==> src/rtl/pipe_stage_reg.sv <==
// Pipeline stage register with valid/ready handshake, bubble insertion and a bubble counter.
// Define PIPE_STAGE_SKID_EN to build the two-entry skid buffer with a registered in_ready.
module pipe_stage_reg #(
  parameter int DATA_W = 32,
  parameter int CTRL_W = 16,
  parameter int CNT_W  = 16
) (
  input  logic              clk,
  input  logic              rst,
  input  logic              en,
  input  logic              flush,
  input  logic              in_valid,
  output logic              in_ready,
  input  logic [DATA_W-1:0] in_data,
  input  logic [CTRL_W-1:0] in_ctrl,
  output logic              out_valid,
  input  logic              out_ready,
  output logic [DATA_W-1:0] out_data,
  output logic [CTRL_W-1:0] out_ctrl,
  output logic [CNT_W-1:0]  bubble_cnt
);

`ifdef PIPE_STAGE_SKID_EN
  typedef enum logic [1:0] {EMPTY = 2'd0, ONE = 2'd1, TWO = 2'd2} state_t;
`else
  typedef enum logic [1:0] {EMPTY = 2'd0, ONE = 2'd1} state_t;
`endif

  state_t            stateReg, stateNext;
  logic [DATA_W-1:0] outDataReg, outDataNext;
  logic [CTRL_W-1:0] outCtrlReg, outCtrlNext;
  logic [CNT_W-1:0]  bubbleCntReg, bubbleCntNext;
  logic              accept, xfer;

`ifdef PIPE_STAGE_SKID_EN
  logic [DATA_W-1:0] skidDataReg, skidDataNext;
  logic [CTRL_W-1:0] skidCtrlReg, skidCtrlNext;
  logic              inReadyReg, inReadyNext;

  assign in_ready = inReadyReg & en & ~flush;
`else
  assign in_ready = (~out_valid | out_ready) & en & ~flush;
`endif

  // Output registers are kept at zero whenever the stage is empty, so bubbles need no extra masking.
  assign out_valid  = (stateReg != EMPTY);
  assign out_data   = outDataReg;
  assign out_ctrl   = outCtrlReg;
  assign bubble_cnt = bubbleCntReg;

  assign accept = in_valid & in_ready;
  assign xfer   = out_valid & out_ready;

  always_comb begin
    stateNext     = stateReg;
    outDataNext   = outDataReg;
    outCtrlNext   = outCtrlReg;
    bubbleCntNext = bubbleCntReg;
`ifdef PIPE_STAGE_SKID_EN
    skidDataNext  = skidDataReg;
    skidCtrlNext  = skidCtrlReg;
`endif
    if (en) begin
      if (!out_valid && !(&bubbleCntReg))
        bubbleCntNext = bubbleCntReg + {{(CNT_W-1){1'b0}}, 1'b1};
      if (flush) begin
        stateNext   = EMPTY;
        outDataNext = '0;
        outCtrlNext = '0;
`ifdef PIPE_STAGE_SKID_EN
        skidDataNext = '0;
        skidCtrlNext = '0;
`endif
      end else begin
        case (stateReg)
          EMPTY: begin
            if (accept) begin
              stateNext   = ONE;
              outDataNext = in_data;
              outCtrlNext = in_ctrl;
            end
          end
          ONE: begin
            if (accept && xfer) begin
              outDataNext = in_data;
              outCtrlNext = in_ctrl;
            end else if (xfer) begin
              stateNext   = EMPTY;
              outDataNext = '0;
              outCtrlNext = '0;
            end
`ifdef PIPE_STAGE_SKID_EN
            else if (accept) begin
              // Downstream stalled: the newer beat parks in the skid slot behind the older one.
              stateNext    = TWO;
              skidDataNext = in_data;
              skidCtrlNext = in_ctrl;
            end
`endif
          end
`ifdef PIPE_STAGE_SKID_EN
          TWO: begin
            if (xfer) begin
              stateNext    = ONE;
              outDataNext  = skidDataReg;
              outCtrlNext  = skidCtrlReg;
              skidDataNext = '0;
              skidCtrlNext = '0;
            end
          end
`endif
          default: begin
            stateNext   = EMPTY;
            outDataNext = '0;
            outCtrlNext = '0;
          end
        endcase
      end
    end
  end

`ifdef PIPE_STAGE_SKID_EN
  assign inReadyNext = (stateNext != TWO);
`endif

  always_ff @(posedge clk) begin
    if (rst) begin
      stateReg     <= EMPTY;
      outDataReg   <= '0;
      outCtrlReg   <= '0;
      bubbleCntReg <= '0;
`ifdef PIPE_STAGE_SKID_EN
      skidDataReg  <= '0;
      skidCtrlReg  <= '0;
      inReadyReg   <= 1'b1;
`endif
    end else begin
      stateReg     <= stateNext;
      outDataReg   <= outDataNext;
      outCtrlReg   <= outCtrlNext;
      bubbleCntReg <= bubbleCntNext;
`ifdef PIPE_STAGE_SKID_EN
      skidDataReg  <= skidDataNext;
      skidCtrlReg  <= skidCtrlNext;
      inReadyReg   <= inReadyNext;
`endif
    end
  end

endmodule

==> config.mk <==
export PLATFORM = sky130hd
export DESIGN_NAME = pipe_stage_reg
export DESIGN_NICKNAME = d
export VERILOG_FILES = /design/src/rtl/pipe_stage_reg.sv
export SDC_FILE = /design/constraint.sdc
export NUM_CORES = 1
export LEC_CHECK = 0
export CAP_MARGIN = 25
export CORE_MARGIN = 2
export CORE_UTILIZATION = 40
export DETAILED_ROUTE_END_ITERATION = 7
export PLACE_DENSITY = 0.79
export SYNTH_ARGS = -nofsm -noshare
export SYNTH_HDL_FRONTEND = slang
export SYNTH_SLANG_ARGS = --single-unit
==> constraint.sdc <==
create_clock -name clk -period 2.4 [get_ports clk]
set_input_delay 0.48 -clock clk [delete_from_list [all_inputs] [get_ports clk]]
set_output_delay 0.48 -clock clk [all_outputs]
set_load 0.01 [all_outputs]
# After elaboration in Yosys (flattened, before gate mapping)
# Cells that the tools add are included.
# W data, S select, Z words.
[word_totals]
ff_bits = 66
rom_bits = 0
inputBits = 54
output_inout_bits = 66
latchBits = 0
memories = 0
ramBits = 0
[op_classes]
bitwise = 7
shifts = 0
n_div = 0
eq_ne = 5
magnitude_cmp = 0
mul = 0
addsub = 1
n_mux = 15
n_reduce_logical = 10
[op_table]
columns = ["op", "n"]
rows = [
  ["$mux W32", 4],
  ["$mux W16", 4],
  ["$pmux W32 S2", 1],
  ["$pmux W16 S2", 1],
  ["$add A16 B1 Y16 const B", 1],
  ["$reduce_and A16 Y1", 1],
  ["$ne A3 B3 Y1 const B", 3],
  ["$mux W2", 4],
  ["$and A1 B1 Y1", 4],
  ["$ne A4 B4 Y1 const B", 1],
  ["$pmux W2 S2", 1],
  ["$reduce_and A4 Y1", 1],
  ["$reduce_and A3 Y1", 1],
  ["$eq A2 B1 Y1 const B", 1],
  ["$logic_and A1 B1 Y1", 2],
  ["$logic_not A1 Y1", 2],
  ["$logic_not A2 Y1", 1],
  ["$not A1 Y1", 2],
  ["$reduce_and A2 Y1", 1],
  ["$reduce_bool A2 Y1", 1],
  ["$or A1 B1 Y1", 1],
]

# Logic depth before layout (Yosys ltp)
[logic_depth]
ltp_word = 10
mapped_depth = 6
ltp_nobuf = 5

# Worst setup path after synthesis
# OpenSTA, ideal clock, no wires.
[synth_path]
kind = "register -> register"
start = "reg bubbleCntReg[0] (netlist: bubble_cnt[0])"
end = "reg bubbleCntReg[10] (netlist: bubble_cnt[10])"
arrival_ns = 1.667
slack_ns = 0.612
synth_period_minus_slack_ns = 1.788
setup_time_ns = 0.121
path_stages_with_launch = 6
required_ns = 2.279
cell_sequence = "dfxtp_1 -> ha_1 -> and4_1 -> nand2_1 -> nor4b_1 -> mux2_2"
[synth_via]
elab_chain_cells = 4
elab_cells_between_ends = 5
[synth_lines]
columns = ["item", "line_no", "rtl"]
rows = [
  ["start, declared", "32", "logic [CNT_W-1:0] bubbleCntReg, bubbleCntNext;"],
  ["start signal, assigned", "141", "bubbleCntReg <= bubbleCntNext;"],
  ["branches (longest 4 deep; another with $add A16 B1 Y16)", "-", ""],
]
# Parallel ways; which one is timed is not known.
# A chain may end at the register's enable or synchronous reset.

# Final worst setup path
[layout_path]
start = "in out_ready"
end = "out in_ready"
[layout_via]
elab_chain_cells = 3
[layout_lines]
columns = ["item", "line_no", "rtl"]
rows = [
  ["start, declared", "17", "input logic out_ready,"],
  ["$or A1 B1 Y1", "42", "assign in_ready = (~out_valid | out_ready) & en & ~flush;"],
  ["$and A1 B1 Y1 (2 in series)", "42", ""],
  ["end, declared", "13", "output logic in_ready,"],
]
# Every way passes these cells.

==> results_dict.tcl <==
set metrics [dict create \
    outcome "finished, final reports clean" \
    tightestPinTransition_ps 498 \
    slowest_delay_ps 560 \
    setup_ws_ps 131 \
    yosys-top-cells-area "dfxtp_1 52%, a22oi_1 14%, nor2_1 8.3%, a21oi_1 2.4%, clkbuf_1 2.0%" \
    synthFlopType "dfxtp_1" \
    finalSetupTns_ps 0 \
    ys_types 37 \
    fmax_ghz 0.441 \
    ant_nets 0 \
    synth-seq-cells 65 \
    synth_edf_count 0 \
    drt-wirelength-per-cell_um 14.5 \
    area_growth_pct 59.5 \
    cts_buffers 9 \
    cp_max_fo 3 \
    clkTransAtPathRegs_ps 60 \
    vias_per_cell 5.38 \
    cp.required_ps 1920 \
    detailedPlace.worstSlack_ps -12.1 \
    cts_max_level 3 \
    synthArstFlopShare_pct 0 \
    vias 2514 \
    grt_overflow_total 0 \
    syn_area_um2 2490 \
    drive_gt1_share_pct 7.91 \
    fin_crit_ps 2270 \
    cts_tree "done" \
    grt_max_degree 49 \
    dp_hpwl_um 4610 \
    placementRows 28 \
    cp-start-kind "primary input" \
    track_usage_pct 19.8 \
    routed_wl_um 6760 \
    die_area_um2 6880 \
    die_w_um 82.9 \
    grt_pass1_vias 2435 \
    crit_top_cell "clkdlybuf4s50_1" \
    ioPinCount 120 \
    route.detailed.drc 0 \
    crit_arrival_ps 1790 \
    drv_slew 0 \
    dr.pass1.iters 4 \
    cts_hold_buffers 0 \
    instances_no_fill 467 \
    crit_slowest_cell "clkdlybuf4s50_1" \
    crit_family "buffers and inverters" \
    rsz0062_at_grt "no" \
    fin_nets 443 \
    ys_warn_count 0 \
    cts_sinks 65 \
    multi_input_area_um2 1120 \
    initial_core_util_pct 41.8 \
    grt_pass1_wl_um 11400 \
    seq_area_frac_synth_pct 52.2 \
    finClkSkew_ps 6.15 \
    powerDensity_nw_per_um2 579 \
    yosys.area.top_type "dfxtp_1" \
    gp_congestion 0.800 \
    antenna_cells 0 \
    timing.slew.headroom_pct 66.5 \
    irDropWorstVdd_mv 0.367 \
    dpl.cell_count 452 \
    cp.buffers_inverters 2 \
    antenna_found_initial 0 \
    syn_inst 268 \
    path_class "in -> out" \
    syn_nets 323 \
    synth_top_area_share_pct 52.2 \
    die_h_um 82.9 \
    cts_max_path_buffers 2 \
    cts_root_buf "clkbuf_8" \
    setup_viol 0 \
    p_leak_nw 1.40 \
    core_um2 5960 \
    hold_violations 0 \
    drtIter0Drc 115 \
    syn_avg_cell_area_um2 9.30 \
    hold_path_class "reg -> reg" \
    io_buffers 119 \
    crit_path_cell_trace "clkdlybuf4s50_1, nor2b_1, nor3b_1, clkdlybuf4s50_1" \
    cap_violations 0 \
    cp-end-kind "primary output" \
    n_fill_cell 517 \
    worst_skew_pair.late_latency_ps 330 \
    fin_crit_sh_pct 94.5 \
    seq_area_um2 1300 \
]
[metrics by stage]
| step | util (%) | instance area [um^2] | total power, mW | hold WS (ps) |
|---|---|---|---|---|
| 6_report | 66.8 | 3980 | 2.30 | 496 |
| 5_1_grt | 66.8 | 3980 | 2.41 | 521 |
| 4_1_cts | 66.8 | 3980 | 2.33 | 502 |
| 3_5_place_dp | 63.5 | 3780 | 1.41 | 484 |
| 3_3_place_gp | 63.5 | 3780 | 1.40 | 476 |
| 2_1_floorplan | - | 2490 | 1.24 | 527 |
[report_power, final]
group,total [mW],leakage (nW),switching [mW],internal [mW]
registers,1.12,0.527,0.0176,1.10
logic,0.261,0.774,0.105,0.156
clock network,0.917,0.102,0.390,0.528
total,2.30,1.40,0.512,1.79
[final cells by class]
| type | count | area share [%] |
|---|---|---|
| clock buffers | 12 | 3.90 |
| clock inverters | 3 | 1.01 |
| inverters | 3 | 0.283 |
| multi-input cells | 182 | 28.1 |
| flip-flops and latches | 65 | 32.7 |
| well taps | 75 | 2.36 |
| repair buffers | 127 | 31.6 |
[synth_stat cells, drive strengths merged, types with 2 or more instances]
library cell  instances
nor2                 55
clkbuf               13
o21ai                 7
mux2                  2
o31ai                 6
nand3                 2
nor2b                 3
and4                  3
a21oi                12
nand4                 5
nand2                 9
a22oi                48
dfxtp                65
buf                   5
inv                   3
nor3                  2
or4                   6
or3                   5
nor4                  2
[cell families after synthesis]
logic type               share of synthesized area, %
adder cells (fa/ha/maj)                         0.502
flip-flops                                       52.2
AO/OA/AOI/OAI                                    22.0
buffers and inverters                            3.41
multiplexers                                     1.31
AND/OR/NAND/NOR                                  20.6
[worst paths after layout]
kind / cells after the start / slack, ps / end / start
worst max-delay path: 4 / 130 / in_ready / out_ready
worst max register to register: 5 / 430 / bubble_cnt[10] / bubble_cnt[0]
worst min-delay path: 2 / 500 / out_data[17] / out_data[17]
worst min register to register: 2 / 500 / out_data[17] / out_data[17]
[flip-flops by register name (all words and copies together), names as in the netlist]
name / cells
bubble_cnt: 16
out_ctrl: 16
out_data: 32
stateReg: 1
[cells in the final DEF (no fill, tap or decap), types with 2 or more instances in the layout]
cell,netlist,routed
nand4_1,3,3
o31ai_1,6,6
a21oi_1,12,12
nor2b_1,3,3
or3_1,5,5
buf_4,0,7
clkdlybuf4s50_1,0,117
or4_1,6,6
nand3_1,2,2
nor2_1,55,55
clkbuf_8,0,11
inv_1,3,3
dfxtp_1,65,65
clkinv_2,0,2
and4_1,3,3
nand2_1,9,9
o21ai_0,7,6
nor3_1,2,2
a22oi_1,48,48
mux2_2,2,2
[tightest hold or removal path, delay by kind of cell, from the launching register on]
family	cells	cell delay (ps)
DFF	1	320
AOI/OAI and AO/OA	1	70
and+or+nand+nor	1	70
[layer usage]
layer	share of wire [%]	track usage, %
met4	0.49	4.92
met3	8.4	9.94
met1	42	22.1
met2	49	33.5
met5	0	0
[repair_timing]
item,in CTS,in global routing
endpoints found under the hold margin,0,0
buffers inserted,0,0
gates resized for setup,1,0
endpoints found under the setup margin,1,0
No activity file was read; power rests on OpenSTA's default activity.
